## src/rtl/upc_pkg.sv

```systemverilog
// Shared definitions for the UPC checkout controller: FSM states and default item masks.
package upc_pkg;

  typedef enum logic {
    IDLE  = 1'b0,
    ALARM = 1'b1
  } state_t;

  // Default masks for 3-bit codes: discount on codes 2,3,5,6,7; theft tags on codes 0,4,5.
  localparam logic [7:0] DISC_MASK_DEF  = 8'hEC;
  localparam logic [7:0] THEFT_MASK_DEF = 8'h31;

endpackage

```

## src/rtl/upc_checkout_sat_counter.sv

```systemverilog
// Saturating up-counter; a clear and an increment in the same cycle yield a count of one.
module sat_counter #(
  parameter int W = 8
) (
  input  logic         clk,
  input  logic         reset_n,
  input  logic         clr,
  input  logic         inc,
  output logic [W-1:0] q
);

  localparam logic [W-1:0] MAX = '1;

  always_ff @(posedge clk or negedge reset_n) begin
    if (!reset_n) begin
      q <= '0;
    end else if (clr) begin
      q <= inc ? W'(1) : '0;
    end else if (inc && (q != MAX)) begin
      q <= q + W'(1);
    end
  end

endmodule

```

## src/rtl/upc_checkout.sv

```systemverilog
// Checkout scanner controller: counts sales and discounts, raises a theft alarm on
// unmarked tagged items and blocks further scans until the clerk acknowledges it.
//
//   state | meaning
//   IDLE  | accepting scans, clear_total honoured
//   ALARM | theft detected, scans and clear_total ignored until alarm_ack
module upc_checkout
  import upc_pkg::*;
#(
  parameter int                     UPC_W      = 3,
  parameter int                     CNT_W      = 8,
  parameter logic [2**UPC_W-1:0]    DISC_MASK  = (2**UPC_W)'(DISC_MASK_DEF),
  parameter logic [2**UPC_W-1:0]    THEFT_MASK = (2**UPC_W)'(THEFT_MASK_DEF)
) (
  input  logic             clk,
  input  logic             reset_n,
  input  logic             scan_valid,
  output logic             scan_ready,
  input  logic [UPC_W-1:0] upc,
  input  logic             mark,
  input  logic             alarm_ack,
  input  logic             clear_total,
  output logic [CNT_W-1:0] item_count,
  output logic [CNT_W-1:0] disc_count,
  output logic [CNT_W-1:0] theft_count,
  output logic             alarm,
  output logic [UPC_W-1:0] last_upc,
  output logic             last_disc
);

  state_t r_state;

  logic w_accept;
  logic w_theft;
  logic w_disc_item;
  logic w_clr;
  logic w_inc_item;
  logic w_inc_disc;
  logic w_inc_theft;

  assign scan_ready  = (r_state == IDLE);
  assign alarm       = (r_state == ALARM);

  assign w_accept    = scan_valid && scan_ready;
  assign w_theft     = THEFT_MASK[upc] && !mark;
  assign w_disc_item = DISC_MASK[upc];
  assign w_clr       = clear_total && (r_state == IDLE);
  assign w_inc_item  = w_accept && !w_theft;
  assign w_inc_disc  = w_inc_item && w_disc_item;
  assign w_inc_theft = w_accept && w_theft;

  always_ff @(posedge clk or negedge reset_n) begin
    if (!reset_n) begin
      r_state <= IDLE;
    end else begin
      case (r_state)
        IDLE:    if (w_inc_theft) r_state <= ALARM;
        ALARM:   if (alarm_ack)   r_state <= IDLE;
        default: r_state <= IDLE;
      endcase
    end
  end

  // Last-scan info is recorded for thefts too, so the clerk can see what tripped the alarm.
  always_ff @(posedge clk or negedge reset_n) begin
    if (!reset_n) begin
      last_upc  <= '0;
      last_disc <= 1'b0;
    end else if (w_accept) begin
      last_upc  <= upc;
      last_disc <= w_disc_item;
    end
  end

  sat_counter #(.W(CNT_W)) u_item_cnt (
    .clk     (clk),
    .reset_n (reset_n),
    .clr     (w_clr),
    .inc     (w_inc_item),
    .q       (item_count)
  );

  sat_counter #(.W(CNT_W)) u_disc_cnt (
    .clk     (clk),
    .reset_n (reset_n),
    .clr     (w_clr),
    .inc     (w_inc_disc),
    .q       (disc_count)
  );

  sat_counter #(.W(CNT_W)) u_theft_cnt (
    .clk     (clk),
    .reset_n (reset_n),
    .clr     (w_clr),
    .inc     (w_inc_theft),
    .q       (theft_count)
  );

endmodule

```

## config.mk

```make
export PLATFORM = sky130hd
export DESIGN_NAME = upc_checkout
export DESIGN_NICKNAME = d
export VERILOG_FILES = /design/src/rtl/upc_pkg.sv /design/src/rtl/upc_checkout_sat_counter.sv /design/src/rtl/upc_checkout.sv
export SDC_FILE = /design/constraint.sdc
export NUM_CORES = 1
export LEC_CHECK = 0
export CAP_MARGIN = 10
export CORE_MARGIN = 2
export CORE_UTILIZATION = 48
export DETAILED_ROUTE_END_ITERATION = 10
export PLACE_DENSITY = 0.83
export SKIP_LAST_GASP = 1
export SLEW_MARGIN = 20
export SYNTH_ARGS = -nofsm -noshare
export SYNTH_HDL_FRONTEND = slang
export SYNTH_SLANG_ARGS = --single-unit
```

## constraint.sdc

```tcl
create_clock -name clk -period 1.8 [get_ports clk]
set_clock_uncertainty 0.1 [all_clocks]
set_input_delay 0.27 -clock clk [delete_from_list [all_inputs] [get_ports clk]]
set_output_delay 0.27 -clock clk [all_outputs]
set_load 0.02 [all_outputs]
```

Word-level counts from Yosys, hierarchy flattened
Memories as Yosys holds them, arrays and structs flattened.
Cells that the tools add are included.
Word-level totals
  register bits: 29
  bits in read-only memories: 16
  memories: 2
  logic and storage cells: 44
  output and inout port bits: 30
  input bits: 9
Memories
  (no name shown): words 8, bits a word 1, rd ports 1, clocked after memory_dff 0, wr ports 0, RTL line upc_checkout.sv:46  | assign w_disc_item = DISC_MASK[upc];
  (no name shown): words 8, bits a word 1, rd ports 1, clocked after memory_dff 0, wr ports 0, RTL line upc_checkout.sv:45  | assign w_theft = THEFT_MASK[upc] && !mark;
Operators by class
  magnitude comparators: 1
  bitwise logic cells: 1
  add/sub/neg operators: 3
  muxes and demuxes: 14
  eq/ne operators: 3
  reduce and logical (&&, ||, !) cells: 14
Operators by type and width (number)
  $mux W8: 6
  $add A8 B1 Y8 const B: 3
  $ne A8 B8 Y1 const B: 3
  $logic_and A1 B1 Y1: 9
  $mux W1: 7
  $reduce_bool A2 Y1: 3
  $lt A3 B4 Y1 const B: 1
  $logic_not A1 Y1: 2
  $pmux W1 S2: 1
  $not A1 Y1: 1

Logic depth before layout (Yosys ltp)
Gate-level depths: netlist of the first run.
  word-level depth: 9
  gate-level depth with buffers: 6
  mapped depth without buffers: 5

Hierarchy
Synthesis of the first run repeated with hierarchy kept, for this count alone.
Unflattened totals
  cells, all modules: 163
  area total of the unflattened synthesis: 1701.6 µm²
Modules (own cells, without submodules)
  sat_counter: seq. area each 200.2 µm², cells an instance 47, area an instance 473.0 µm², times used 3
  upc_checkout: seq. area each 125.1 µm², cells an instance 22, area an instance 282.8 µm², times used 1

Worst setup path before layout of the first run
Ideal clock, no wire load.
  path type: reg-to-reg
  start point: register r_state, in the netlist alarm
  end point: register u_theft_cnt.q[3]
  path buffers: 1
  cell stages (with the launch flop): 6
  period minus slack after synthesis: 1.689 ns
  library setup time: 0.078 ns
  setup slack: 0.111 ns
  required time: 1.622 ns
  arrival time: 1.511 ns
  cell sequence: dfrtp_1 > nor2b_2 > buf_6 > nand4_4 > or4_1 > a21oi_1
On the way
  cells in the longest elaborated chain, start to end: 5
  elaborated cells on any way between the ends: 7
  those cells by class: mux: 1; bitwise: 1; reduce/logical: 5
Ends and longest elaborated chain
  start: declaration: RTL line upc_checkout.sv:31  | state_t r_state;
  start signal: assignment: RTL line upc_checkout.sv:54  | r_state <= IDLE;
  start signal: assignment: RTL line upc_checkout.sv:57  | IDLE: if (w_inc_theft) r_state <= ALARM;
  start signal: assignment: RTL line upc_checkout.sv:58  | ALARM: if (alarm_ack) r_state <= IDLE;
  $not A1 Y1 (*): RTL line upc_checkout.sv:41, upc_checkout.sv:47
  $logic_and A1 B1 Y1: RTL line upc_checkout.sv:44  | assign w_accept = scan_valid && scan_ready;
  $logic_and A1 B1 Y1: RTL line upc_checkout.sv:50  | assign w_inc_theft = w_accept && w_theft;
  $logic_and A1 B1 Y1: RTL line upc_checkout_sat_counter.sv:19  | end else if (inc && (q != MAX)) begin
  $reduce_bool A2 Y1 (no line)
  end signal: assignment: RTL line upc_checkout_sat_counter.sv:18  | q <= inc ? W'(1) : '0;
  end signal: assignment: RTL line upc_checkout_sat_counter.sv:20  | q <= q + W'(1);
  end: declaration: RTL line upc_checkout_sat_counter.sv:9  | output logic [W-1:0] q
Mark *: on every way between the ends. The rest lies on a longest branch, timed or not.
A chain may end at the register's enable or synchronous reset.

Worst setup path after layout of the first run
  start point: register u_disc_cnt.q[5]
  end point: output port disc_count[5]
RTL lines
  start: declaration: RTL line upc_checkout_sat_counter.sv:9
  start signal: assignment: RTL line upc_checkout_sat_counter.sv:18
  start signal: assignment: RTL line upc_checkout_sat_counter.sv:20
  end: declaration: RTL line upc_checkout.sv:24  | output logic [CNT_W-1:0] disc_count,
No word-level cell between the ends.

==> flow_metrics.env, run 1 <==
export IMPL_slew_headroom_pct=68.5
export IMPL_rsz0062_at_grt="true"
export IMPL_synth_edff_count=0
export IMPL_gr_usage_met2_pct=42.0
export IMPL_worst_pin_slew_ns=0.472
export IMPL_synth_top_cell_area_share_pct=44.8
export IMPL_synth_ff_type="dfrtp_1"
export IMPL_power_leakage_nw=1.14
export IMPL_clk_latency_ns=0.34
export IMPL_synth_area_top_cells="dfrtp_1, nand2_1, a21oi_1, o41ai_1, or4_1"
export IMPL_clk_path_buf_depth=2
export IMPL_dp_cells=273
export IMPL_num_fill_cells=263
export IMPL_synth_distinct_cells=43
export IMPL_antenna_found_initial=0
export IMPL_worstPathBufferInverterCount=1
export IMPL_vdd_drop_max_mv=0.440
export IMPL_gp_congestion=0.880
export IMPL_yosysSeqAreaShare_pct=44.8
export IMPL_status="complete, no violations"
export IMPL_dieArea_mm2=0.00386
export IMPL_final_cells=280
export IMPL_cts_sink_count=29
export IMPL_met3_usage_pct=5.98
export IMPL_grtUsageTotal_pct=24.6
export IMPL_power_density_mw_per_mm2=636
export IMPL_first_pass_iters=6
export IMPL_boundaryPins=39
export IMPL_timing_final_crit_share_pct=99.2
export IMPL_globalRouteMet1Util_pct=29.5
export IMPL_p_clk_share_pct=28.1
export IMPL_fp_dieW_um=62.1
export IMPL_initial_core_util_pct=49.4
export IMPL_finalNetCount=246
export IMPL_async_flop_share_pct=100
export IMPL_setup_viol=0
export IMPL_period_minus_slack_ns=1.79
export IMPL_worstPathCellList="clkdlybuf4s50_1"
export IMPL_drv_slew=0
export IMPL_post_place_ws_ns=-0.237
export IMPL_cts_max_level=2
export IMPL_cap_viol_max_count=0
export IMPL_syn_num_nets=183
export IMPL_wirelength_um=4450
export IMPL_synth_top_cell_by_area="dfrtp_1"
export IMPL_postCtsSetupRepairBufs=0
export IMPL_cts_root_buf="clkbuf_4"
export IMPL_required_ns=1.43
export IMPL_cts_hold_buffers=0
export IMPL_die_h_um=62.1
export IMPL_max_stage_delay_ns=0.64
export IMPL_path_clk_slew_ns=0.09
export IMPL_ys_ff_latch=29
export IMPL_hold_violations=0
export IMPL_syn_inst=171
export IMPL_cts_tree="yes"
export IMPL_grt_pass1_wl_um=7600
export IMPL_worst_hold_slack_ns=0.201
export IMPL_internal_power_mw=1.02
export IMPL_synthToLayoutAreaGrowth_pct=41.4
export IMPL_grt_max_degree=30
export IMPL_vias_per_cell=5.96
export IMPL_wl_per_cell_um=15.9
export IMPL_gr_total_overflow=0
export IMPL_fmax_ghz=0.560
export IMPL_worstPathMaxFanout=5
export IMPL_num_vias=1669
export IMPL_cp_arrival_ns=1.42
export IMPL_switching_share_pct=29.8
export IMPL_rows=21
export IMPL_grt_pass1_vias=1665
export IMPL_hold_path_class="in -> async"
export IMPL_fin_ws_ns=0.0137
export IMPL_ant_nets=0
export IMPL_synth_avg_cell_area_um2=9.48
export IMPL_synth_common_cells="dfrtp_1, nand2_1, a21oi_1"
export IMPL_numCtsBuffers=5
export IMPL_drive_gt1_share_pct=16.2
export IMPL_slowest_stage="clkdlybuf4s50_1"
export IMPL_utilization_pct=69.8
export IMPL_worstSetupPathType="reg -> out"
export IMPL_setup_worst_path_start_class="register"
export IMPL_grt_busiest_layer="met2"
export IMPL_syn_area_mm2=0.00162
export IMPL_numPortBuffers=38
export IMPL_yosysWarnings=0
export IMPL_yosysMostFrequentCell="dfrtp_1"
export IMPL_coreArea_mm2=0.00328
export IMPL_drtIter0Drc=90
export IMPL_p_switching_mw=0.435
export IMPL_pwr_share_seq_pct=49.0
export IMPL_hpwl_um=3330
export IMPL_crit_path_end_kind="output port"
export IMPL_power_frac_comb_pct=22.9
export IMPL_cpLargestDelayFamily="buffers and inverters"
export IMPL_diodes=0
export IMPL_drc=0
## power by group through the flow
stage          clock [mW]  sequential (mW)  combinational (mW)
2_1_floorplan           0            0.771               0.110
3_3_place_gp            0            0.724               0.334
3_5_place_dp            0            0.728               0.342
4_1_cts             0.417            0.715               0.335
5_1_grt             0.446            0.720               0.362
6_report            0.410            0.715               0.334
## through the flow
step | TNS [ns] | cell area, um^2 | power [mW]
2_1_floorplan | 0 | 1620 | 0.881
3_3_place_gp | -2.45 | 2220 | 1.06
3_5_place_dp | -3.75 | 2220 | 1.07
4_1_cts | 0 | 2260 | 1.47
5_1_grt | -0.0133 | 2290 | 1.53
6_report | 0 | 2290 | 1.46
## worst register-to-register path, delay by kind of cell (launching register included)
family | cells | cell delay, ns
AND/OR/NAND/NOR | 3 | 0.76
flip-flops | 1 | 0.40
buffers and inverters | 1 | 0.16
AO/OA/AOI/OAI | 1 | 0.18
## kinds of logic after synthesis
| logic type | Yosys count | share of synthesized area, % |
|---|---|---|
| compound gates | 46 | 19.6 |
| fa+ha+maj | 3 | 2.32 |
| buf+inv | 11 | 3.09 |
| flops | 29 | 44.8 |
| mux | 2 | 1.23 |
| simple gates | 80 | 29.0 |
## registers in the layout, summed over array words and instances (netlist names)
signal and cells:
u_theft_cnt.q 8, u_item_cnt.q 8, last_upc 3, u_disc_cnt.q 8, alarm 1, last_disc 1
## placed cells by master (no fill, tap or decap), drive strengths merged, types with 5 or more instances in the layout
master	synthesis	final
clkdlybuf4s50	0	18
clkbuf	3	7
nor3	7	7
inv	5	5
o41ai	6	6
nand2	22	22
dfrtp	29	29
or4	6	6
dlymetal6s2s	0	10
nand3	8	8
dlygate4sd2	0	10
nand4	6	6
buf	3	24
a21oi	14	14
nand2b	5	5
## final timing paths
kind	start	endpoint	slack, ns	cells past startpoint
setup / recovery	u_disc_cnt.q[5]$_DFFE_PN0P_	disc_count[5]	0.01	1
hold / removal	reset_n	u_disc_cnt.q[3]$_DFFE_PN0P_	0.20	2
setup reg to reg	alarm$_DFF_PN0_	u_theft_cnt.q[7]$_DFFE_PN0P_	0.12	5
hold reg to reg	last_upc[2]$_DFFE_PN0P_	last_upc[2]$_DFFE_PN0P_	0.40	2
max in group asynchronous	reset_n	last_disc$_DFFE_PN0P_	1.12	2
min in group clk	alarm_ack	alarm$_DFF_PN0_	0.39	2
## routing by layer
| layer | vias up | routed length (um) |
|---|---|---|
| li1 | 787 | - |
| met1 | 798 | 1810 |
| met2 | 71 | 2260 |
| met3 | 13 | 271 |
| met4 | 0 | 114 |
| met5 | - | 0 |
## area by class of cell
cell class | instances | area [um^2] | share of cell area [%]
inverters | 5 | 18.8 | 0.818
multi-input cells | 131 | 851 | 37.1
repair buffers | 62 | 586 | 25.5
well taps | 46 | 57.6 | 2.51
flip-flops and latches | 29 | 726 | 31.6
clock buffers | 7 | 55.1 | 2.40
## what timing repair did
item	in CTS	in global routing
pin swaps	0	0
setup endpoints to repair	10	17
gates cloned	0	0
gates resized for setup	10	12
Note: power is estimated with default switching activity, not from simulation.
==> run 2, diff against run 1 <==
--- a/config.mk
+++ b/config.mk
@@ -6,10 +6,13 @@
 export NUM_CORES = 1
 export LEC_CHECK = 0
 export CAP_MARGIN = 10
+export CELL_PAD_IN_SITES_DETAIL_PLACEMENT = 1
+export CELL_PAD_IN_SITES_GLOBAL_PLACEMENT = 2
 export CORE_MARGIN = 2
-export CORE_UTILIZATION = 48
+export CORE_UTILIZATION = 30
 export DETAILED_ROUTE_END_ITERATION = 10
-export PLACE_DENSITY = 0.83
+export HOLD_SLACK_MARGIN = 0.06
+export PLACE_DENSITY = 0.85
 export SKIP_LAST_GASP = 1
 export SLEW_MARGIN = 20
 export SYNTH_ARGS = -nofsm -noshare
==> run 2 against run 1 <==
  * Final area is 4.5% higher
  * First-iteration DRC count is 26% lower
  * Register-to-register slack worse by 0.06 ns
  * Global-route usage shrank 7.9 points
  * Clock power rose by 32%
  * Critical path depth up 5
  * Clock-buffer cell count shrank 2
  * Maximum frequency shrank 0.12%
  * Power up 11%
  * Non-clock buffer count rose by 2
==> flow_metrics.env, run 2 (synthesized netlist as in run 1, its figures left out) <==
export IMPL_clk_latency_ns=0.28
export IMPL_setup_viol=0
export IMPL_worst_pin_slew_ns=0.427
export IMPL_cp_startpoint="scan_valid"
export IMPL_power_density_mw_per_mm2=673
export IMPL_initial_core_util_pct=31.3
export IMPL_wl_met1_um=2320
export IMPL_dp_cells=298
export IMPL_gp_congestion=0.792
export IMPL_worstPathMaxFanout=8
export IMPL_gr_total_overflow=0
export IMPL_period_minus_slack_ns=1.79
export IMPL_coreArea_mm2=0.00517
export IMPL_synthToLayoutAreaGrowth_pct=47.8
export IMPL_vias_per_cell=5.29
export IMPL_cts_sink_count=29
export IMPL_numCtsBuffers=5
export IMPL_wl_met3_um=141
export IMPL_final_cells=307
export IMPL_final_cell_area_mm2=0.00240
export IMPL_mostFrequentLayoutCells="clkdlybuf4s50_1, dfrtp_1, buf_4"
export IMPL_cts_hold_buffers=0
export IMPL_grtUsageTotal_pct=16.7
export IMPL_status="complete, no violations"
export IMPL_boundaryPins=39
export IMPL_grt_max_degree=30
export IMPL_cts_root_buf="clkbuf_8"
export IMPL_die_h_um=77.5
export IMPL_cts_max_level=2
export IMPL_hold_path_class="in -> async"
export IMPL_drive_gt1_share_pct=18.1
export IMPL_tns_ns=0
export IMPL_cts_tree="yes"
export IMPL_reg2reg_from="u_item_cnt.q[1]$_DFFE_PN0P_"
export IMPL_placed_cell_area_mm2=0.00227
export IMPL_hpwl_um=3420
export IMPL_drv_slew=0
export IMPL_slew_headroom_pct=71.5
export IMPL_wirelength_um=4760
export IMPL_rows=26
export IMPL_first_pass_iters=4
export IMPL_timing_final_crit_share_pct=99.4
export IMPL_crit_path_end_kind="register"
export IMPL_top_regs="u_disc_cnt.q (8), u_item_cnt.q (8), u_theft_cnt.q (8)"
export IMPL_dieArea_mm2=0.00601
export IMPL_num_vias=1625
export IMPL_antenna_found_initial=0
export IMPL_diodes=0
export IMPL_clk_path_buf_depth=2
export IMPL_grt_pass1_wl_um=8010
export IMPL_drtIter0Drc=67
export IMPL_route_met2_wl_um=2250
export IMPL_wl_per_cell_um=15.5
export IMPL_worst_hold_slack_ns=0.282
export IMPL_setup_worst_path_start_class="input pin"
export IMPL_cap_viol_max_count=0
export IMPL_total_power_mw=1.61
export IMPL_numPortBuffers=38
export IMPL_grt_pass1_vias=1658
export IMPL_hold_violations=0
export IMPL_fmax_ghz=0.559
export IMPL_fp_dieW_um=77.5
export IMPL_drc=0
export IMPL_finalNetCount=248
export IMPL_required_ns=1.91
export IMPL_cp_arrival_ns=1.90
export IMPL_layout_commonest_cell="clkdlybuf4s50_1"
export IMPL_ant_nets=0
export IMPL_worstSetupPathType="in -> reg"
export IMPL_rsz0062_at_grt="true"
export IMPL_path_clk_slew_ns=0.07
export IMPL_power_leakage_nw=1.06
export IMPL_highest_layer="met4"
export IMPL_vdd_drop_max_mv=0.355
[run 2: cell count changes in the layout (fill, tap and decap cells not counted), sizes merged]
cell	delta
clkdlybuf4s50	+12
dlygate4sd2	-9
dlymetal6s2s	-3
buf	+2
clkbuf	-2
clkinv	+2
clkinvlp	+1
[run 2: cell type report]
class	instances	area [um^2]
Timing Repair Buffer	64	617
Multi-Input combinational cell	131	862
Fill cell	607	2780
Sequential cell	29	726
Clock buffer	5	68.8
Inverter	5	18.8
Tap cell	70	87.6
Clock inverter	3	17.5
[run 2: per-layer routing]
| metal | global-route usage [%] | vias up |
|---|---|---|
| met5 | 0 | - |
| met4 | 5.89 | 0 |
| met3 | 3.02 | 4 |
| met2 | 26.9 | 32 |
| met1 | 22.6 | 791 |
| li1 | - | 798 |
[run 2: path summary, 6_finish.rpt]
kind	endpoint	slack [ns]	cells past startpoint
worst max-delay path	u_theft_cnt.q[3]$_DFFE_PN0P_	0.01	6
worst min-delay path	u_item_cnt.q[7]$_DFFE_PN0P_	0.28	2
worst max register to register	u_item_cnt.q[6]$_DFFE_PN0P_	0.06	5
worst min register to register	last_upc[1]$_DFFE_PN0P_	0.38	2
max in group asynchronous	u_theft_cnt.q[0]$_DFFE_PN0P_	1.02	2
min in group clk	last_upc[1]$_DFFE_PN0P_	0.38	2
[run 2: repair_timing]
action,in CTS,in global routing
gates resized for setup,1,12
pin swaps,0,1
buffers inserted,0,1
endpoints found under the setup margin,1,17
[run 2: worst max-delay path, cell delays in order]
cell	delay, ns
clkdlybuf4s50_1	0.47
nor2b_2	0.18
buf_12	0.14
nand4_4	0.12
or4_1	0.53
a21oi_1	0.17
[run 2: stage by stage]
stage	util [%]	setup WS [ns]
2_1_floorplan	-	0.111
3_3_place_gp	43.9	-0.252
3_5_place_dp	43.9	-0.301
4_1_cts	45.5	0.000838
5_1_grt	46.3	-0.0522
6_report	46.3	0.0115
[run 2: power by group]
part	switching (mW)	total [mW]	internal, mW	leakage [nW]
combinational	0.184	0.353	0.170	0.623
sequential	0.0343	0.719	0.685	0.392
clock	0.274	0.540	0.267	0.0439
total	0.492	1.61	1.12	1.06
